File: src/rtl/cmp_pkg.sv
// Relation encoding shared by the comparator debounce monitor and its event slot.
// flags_to_rel collapses the comparator's gt/lt/eq flags into one relation code.
package cmp_pkg;

  typedef enum logic [1:0] {
    REL_LT  = 2'd0,
    REL_EQ  = 2'd1,
    REL_GT  = 2'd2,
    REL_UNK = 2'd3
  } rel_e;

  // Anything other than exactly one flag set maps to UNK.
  function automatic rel_e flags_to_rel(input logic gt, input logic lt, input logic eq);
    rel_e rel;
    case ({gt, lt, eq})
      3'b100:  rel = REL_GT;
      3'b010:  rel = REL_LT;
      3'b001:  rel = REL_EQ;
      default: rel = REL_UNK;
    endcase
    return rel;
  endfunction

endpackage

File: src/rtl/cmp_debounce_monitor_if.sv
// Sample input bus and event valid/ready handshake of the debounce monitor.
// The monitor uses the slave modport; the sample source and event sink use master.
interface cmp_debounce_monitor_if;
  logic       i_valid;
  logic       i_gt;
  logic       i_lt;
  logic       i_eq;
  logic       o_evt_valid;
  logic       i_evt_ready;
  logic [1:0] o_evt_code;
  logic [1:0] o_evt_prev;

  modport slave (
    input  i_valid, i_gt, i_lt, i_eq, i_evt_ready,
    output o_evt_valid, o_evt_code, o_evt_prev
  );

  modport master (
    output i_valid, i_gt, i_lt, i_eq, i_evt_ready,
    input  o_evt_valid, o_evt_code, o_evt_prev
  );
endinterface

File: src/rtl/cmp_evt_slot.sv
// One-entry valid/ready event register. A new event arriving while the entry is
// full and not being drained is dropped and latches the sticky overrun flag.
module cmp_evt_slot
  import cmp_pkg::*;
(
  input  logic       i_clk,
  input  logic       i_rst,
  input  logic       i_load,
  input  rel_e       i_code,
  input  rel_e       i_prev,
  input  logic       i_ready,
  output logic       o_valid,
  output logic [1:0] o_code,
  output logic [1:0] o_prev,
  output logic       o_overrun
);

  logic r_valid;
  logic r_overrun;
  rel_e r_code;
  rel_e r_prev;
  logic w_drain;
  logic w_accept;

  // Draining and reloading in the same cycle keeps valid high with no bubble.
  assign w_drain  = r_valid & i_ready;
  assign w_accept = i_load & (~r_valid | w_drain);

  always_ff @(posedge i_clk) begin
    if (i_rst) begin
      r_valid   <= 1'b0;
      r_code    <= REL_UNK;
      r_prev    <= REL_UNK;
      r_overrun <= 1'b0;
    end else if (w_accept) begin
      r_valid <= 1'b1;
      r_code  <= i_code;
      r_prev  <= i_prev;
    end else if (i_load) begin
      r_overrun <= 1'b1;
    end else if (w_drain) begin
      r_valid <= 1'b0;
    end
  end

  assign o_valid   = r_valid;
  assign o_code    = r_code;
  assign o_prev    = r_prev;
  assign o_overrun = r_overrun;

endmodule

File: src/rtl/cmp_debounce_monitor.sv
// Debounces the 4-bit comparator's relation flags into a stable relation and
// reports each stable-state change as an event, counting commits.
module cmp_debounce_monitor
  import cmp_pkg::*;
#(
  parameter int DEBOUNCE  = 4,
  parameter int CNT_WIDTH = 8
) (
  input  logic                 i_clk,
  input  logic                 i_rst,
  cmp_debounce_monitor_if.slave bus,
  output logic [1:0]           o_state,
  output logic [CNT_WIDTH-1:0] o_evt_cnt,
  output logic                 o_illegal,
  output logic                 o_overrun
);

  localparam int RUN_W = $clog2(DEBOUNCE + 1);
  localparam logic [RUN_W-1:0] RUN_MAX = RUN_W'(DEBOUNCE);

  rel_e                 r_state;
  rel_e                 w_state_next;
  rel_e                 r_cand;
  rel_e                 w_cand_next;
  rel_e                 w_rel;
  logic [RUN_W-1:0]     r_run;
  logic [RUN_W-1:0]     w_run_next;
  logic [CNT_WIDTH-1:0] r_evt_cnt;
  logic                 r_illegal;
  logic                 w_legal;
  logic                 w_illegal;
  logic                 w_commit;

  // Candidate run tracking; the run saturates so a held value never re-commits.
  always_comb begin
    w_rel       = flags_to_rel(bus.i_gt, bus.i_lt, bus.i_eq);
    w_legal     = bus.i_valid && (w_rel != REL_UNK);
    w_illegal   = bus.i_valid && (w_rel == REL_UNK);
    w_cand_next = r_cand;
    w_run_next  = r_run;
    if (w_illegal) begin
      w_cand_next = REL_UNK;
      w_run_next  = '0;
    end else if (w_legal) begin
      if (w_rel == r_cand) begin
        if (r_run != RUN_MAX) w_run_next = r_run + 1'b1;
      end else begin
        w_cand_next = w_rel;
        w_run_next  = RUN_W'(1);
      end
    end
  end

  // Stable-state FSM: leaves UNK on the first commit and never returns to it.
  always_comb begin
    w_commit     = w_legal && (w_run_next == RUN_MAX) && (w_cand_next != r_state);
    w_state_next = r_state;
    if (w_commit) w_state_next = w_cand_next;
  end

  always_ff @(posedge i_clk) begin
    if (i_rst) begin
      r_state   <= REL_UNK;
      r_cand    <= REL_UNK;
      r_run     <= '0;
      r_evt_cnt <= '0;
      r_illegal <= 1'b0;
    end else begin
      r_state   <= w_state_next;
      r_cand    <= w_cand_next;
      r_run     <= w_run_next;
      r_illegal <= w_illegal;
      if (w_commit) r_evt_cnt <= r_evt_cnt + 1'b1;
    end
  end

  cmp_evt_slot u_evt_slot (
    .i_clk     (i_clk),
    .i_rst     (i_rst),
    .i_load    (w_commit),
    .i_code    (w_cand_next),
    .i_prev    (r_state),
    .i_ready   (bus.i_evt_ready),
    .o_valid   (bus.o_evt_valid),
    .o_code    (bus.o_evt_code),
    .o_prev    (bus.o_evt_prev),
    .o_overrun (o_overrun)
  );

  assign o_state   = r_state;
  assign o_evt_cnt = r_evt_cnt;
  assign o_illegal = r_illegal;

endmodule
File: src/flat_wrapper.sv
// flat-port wrapper written by rule: the top's interface ports become plain ports
module cmp_debounce_monitor_flat import cmp_pkg::*;
#(
  parameter int DEBOUNCE  = 4,
  parameter int CNT_WIDTH = 8
)
  (i_clk, i_rst, o_state, o_evt_cnt, o_illegal, o_overrun, bus_i_valid, bus_i_gt, bus_i_lt, bus_i_eq, bus_i_evt_ready, bus_o_evt_valid, bus_o_evt_code, bus_o_evt_prev);
  cmp_debounce_monitor_if bus_i ();
  input  logic i_clk;
  input  logic i_rst;
  output logic [1:0] o_state;
  output logic [CNT_WIDTH-1:0] o_evt_cnt;
  output logic o_illegal;
  output logic o_overrun;
  input wire logic [$bits(bus_i.i_valid)-1:0] bus_i_valid;
  input wire logic [$bits(bus_i.i_gt)-1:0] bus_i_gt;
  input wire logic [$bits(bus_i.i_lt)-1:0] bus_i_lt;
  input wire logic [$bits(bus_i.i_eq)-1:0] bus_i_eq;
  input wire logic [$bits(bus_i.i_evt_ready)-1:0] bus_i_evt_ready;
  output wire logic [$bits(bus_i.o_evt_valid)-1:0] bus_o_evt_valid;
  output wire logic [$bits(bus_i.o_evt_code)-1:0] bus_o_evt_code;
  output wire logic [$bits(bus_i.o_evt_prev)-1:0] bus_o_evt_prev;
  assign bus_i.i_valid = bus_i_valid;
  assign bus_i.i_gt = bus_i_gt;
  assign bus_i.i_lt = bus_i_lt;
  assign bus_i.i_eq = bus_i_eq;
  assign bus_i.i_evt_ready = bus_i_evt_ready;
  assign bus_o_evt_valid = bus_i.o_evt_valid;
  assign bus_o_evt_code = bus_i.o_evt_code;
  assign bus_o_evt_prev = bus_i.o_evt_prev;
  cmp_debounce_monitor #(.DEBOUNCE(DEBOUNCE), .CNT_WIDTH(CNT_WIDTH)) u_core (.i_clk(i_clk), .i_rst(i_rst), .bus(bus_i), .o_state(o_state), .o_evt_cnt(o_evt_cnt), .o_illegal(o_illegal), .o_overrun(o_overrun));
endmodule
File: config.mk
export PLATFORM = sky130hd
export DESIGN_NAME = cmp_debounce_monitor_flat
export DESIGN_NICKNAME = d
export VERILOG_FILES = /design/src/rtl/cmp_pkg.sv /design/src/rtl/cmp_debounce_monitor_if.sv /design/src/rtl/cmp_evt_slot.sv /design/src/rtl/cmp_debounce_monitor.sv /design/src/flat_wrapper.sv
export SDC_FILE = /design/constraint.sdc
export NUM_CORES = 1
export LEC_CHECK = 0
export ABC_AREA = 0
export CORE_UTILIZATION = 54
export CTS_BUF_LIST = sky130_fd_sc_hd__clkbuf_8
export DETAILED_ROUTE_END_ITERATION = 12
export GPL_TIMING_DRIVEN = 1
export PLACE_DENSITY = 0.82
export SLEW_MARGIN = 20
export SYNTH_ARGS = -nofsm -noshare
export SYNTH_HDL_FRONTEND = slang
export SYNTH_SLANG_ARGS = --single-unit
File: constraint.sdc
create_clock -name i_clk -period 2.5 [get_ports i_clk]
set_input_delay 0.375 -clock i_clk [delete_from_list [all_inputs] [get_ports i_clk]]
set_output_delay 0.375 -clock i_clk [all_outputs]
set_load 0.01 [all_outputs]
==> impl_results.md <==
- DR vias: 1329
- Fin. max-slew vios: 0
- RR Startpoint: u_core.r_run[0]
- Hold Slack: 0.497 ns
- Fraction of registers with async set/reset: 0%
- Top-area cell type share of the netlist area: 32.8%
- Nets: 208
- Ys flop type: dfxtp_1
- DRT antenna net count: 0
- Syn_area_per_cell: 8.83 um2
- Clock root cell: clkbuf_8
- Pwr/cell area: 426 nW/um2
- Startpoint Class: input port
- Antenna diodes: 0
- Final hold vios: 0
- Status: complete, no violations
- Total GRT Usage: 25.6%
- Worst setup margin: 0.0967 ns
- CP Data Required Time: 2.70 ns
- Largest area contributor in the netlist: dfxtp_1
- Syn-to-layout area delta: 36.7%
- Vias in the first global route: 1214
- Die footprint: 2690 um2
- Tightest Hold Check Type: reg2reg
- Max Cap Viol: 0
- CP arrival: 2.60 ns
- CTS Sinks: 22
- Syn Inst Count: 152
- TritonRoute pass-1 iters: 4
- Synth warn: 0
- Remaining Overflow, GRT: 0
- Synth Register Bits: 22
- Crit path from: bus_i_valid
- Tightest Pin Transition: 0.470 ns
- H-tree levels: 1
- Clk_lat worst skew: 0.26 ns
- Skew final: 0.00333 ns
- Leak Pwr: 0.740 nW
- Synth cell count leaders: dfxtp_1 (22), nor2_1 (14), a21oi_1 (12)
- Worst VDD drop: 0.485 mV
- Core ar.: 2280 um2
- Port Buf Inserts: 23
- Non-Filler Instances: 225
- # setup viols final: 0
- Layout cells sized above 1: 19.8%
- R2R Setup Slk: 0.22 ns
- Placed Cells: 219
- Final period util: 96.1%
- Setup WS pre-CTS: -0.259 ns
- Global-route wire length before repair: 5140 um
- CP Class: in2reg
- Routed length per instance: 14.8 um
- Max frequency: 0.416 GHz
- Initial core utilization: 59.0%
- Drt total wl: 3340 um
- Num rows: 17
- Overall power: 0.781 mW
- Post-synthesis net count: 162
- Final Util: 80.6%
- Final Critical Period: 2.40 ns
- Iteration-0 DRC Markers: 35
- Drt via density: 5.91
- Part of the Yosys area used for sequential elements: 32.8%
- EDFF count, synth: 0
- Die Ht: 51.9 um
- Top-count cell post-synth: dfxtp_1
- # DRC: 0
- Worst-path clk slew: 0.08 ns
- Die Width: 51.9 um
- Routability cong.: 0.819
- Worst Path Max Fanout: 7
- Origin of the worst min-delay path: u_core.o_evt_cnt[7]
- CTS tree: done
- Critical path endpoint category: flop
- RSZ-0062 raised after global routing: false
- Synth top area cells: dfxtp_1 (33%), mux2i_1 (6.7%), a21oi_1 (4.5%)
- Unique cell type count in the Yosys netlist: 44
- DP HPWL: 2360 um
- Num CTS Buffers: 3
- Clock Tree Buf Depth: 2
- Top Ports: 24
- Mapped cell area: 1340 um2
- Largest net degree at the start of global routing: 16
- Initial antenna violation count: 0
- Max-Slew Margin vs Limit: 68.5%
==> layout by cell type, fill, tap and decap left out, types with 4 or more instances in the layout <==
cell type and n:
buf_4 26, dfxtp_1 22, clkdlybuf4s50_1 20, nor2_1 14, a21oi_1 12, mux2i_1 9
inv_1 7, nand2b_1 7, o31ai_1 7, nand3_1 7, or4_1 6, nor2b_1 5
o21ai_0 5, nand2_1 4, clkbuf_8 4
==> registers in the layout, indices dropped and copies added, names as in the netlist <==
| signal | flops |
|---|---|
| u_core.o_evt_cnt | 8 |
| u_core.o_illegal | 1 |
| u_core.o_state | 2 |
| u_core.r_cand | 2 |
| u_core.r_run | 3 |
| u_core.u_evt_slot.o_code | 2 |
| u_core.u_evt_slot.o_overrun | 1 |
| u_core.u_evt_slot.o_prev | 2 |
| u_core.u_evt_slot.o_valid | 1 |
==> timing repair <==
action                     CTS  global route
gates resized for setup      1             6
buffers inserted             0             1
setup endpoints to repair    1            15
cloned                       0             1
hold buffers                 0             0
pin swaps                    1             4
==> metal layers <==
layer	global-route usage, %	vias to the layer above	part of all wire (%)	wire length (um)
li1	-	653	-	-
met1	30.3	634	43	1450
met2	44.2	38	50	1680
met3	5.26	4	5.2	175
met4	11.3	0	0.81	27
met5	0	-	0	0
==> path summary, 6_finish.rpt <==
| kind | endpoint | depth (start not counted) |
|---|---|---|
| worst max-delay path | u_core.o_evt_cnt[3] | 8 |
| worst min-delay path | u_core.o_evt_cnt[7] | 2 |
| worst max register to register | u_core.o_evt_cnt[3] | 9 |
| worst min register to register | u_core.o_evt_cnt[7] | 2 |
==> power breakdown <==
| part | internal, mW | leakage, nW | switching [mW] | total, mW |
|---|---|---|---|---|
| Combinational | 0.0808 | 0.532 | 0.0785 | 0.159 |
| Clock | 0.140 | 0.0288 | 0.118 | 0.258 |
| Sequential | 0.356 | 0.178 | 0.00733 | 0.364 |
| Total | 0.577 | 0.740 | 0.204 | 0.781 |
==> logic make-up after synthesis <==
family	after synthesis	synth area share, %
DFF	22	32.8
muxes	10	7.55
AOI/OAI and AO/OA	41	23.4
xor gates and xnor gates	4	3.17
adders and majority gates	3	2.80
and+or+nand+nor	56	23.7
buffers and inverters	16	6.62
==> layout make-up <==
type / instances / area (um2)
multi-input combinational: 115 / 850
tap: 28 / 35.0
fill: 157 / 440
clock buffer: 4 / 55.1
inverter: 7 / 26.3
sequential: 22 / 440
timing repair buffer: 49 / 429
==> per-stage QoR <==
| step | TNS (ns) | cell area [um2] |
|---|---|---|
| 6_report | 0 | 1840 |
| 5_1_grt | 0 | 1840 |
| 4_1_cts | 0 | 1790 |
| 3_5_place_dp | -2.58 | 1730 |
| 3_3_place_gp | -1.58 | 1730 |
| 2_1_floorplan | 0 | 1340 |
==> worst max-delay path: stages <==
cell	delay, ns
clkdlybuf4s50_1	0.49
nor2b_1	0.17
buf_4	0.15
a32oi_4	0.31
mux2_4	0.25
o211ai_2	0.16
or4_1	0.53
a21oi_1	0.16
(Power assumes the default switching activity.)
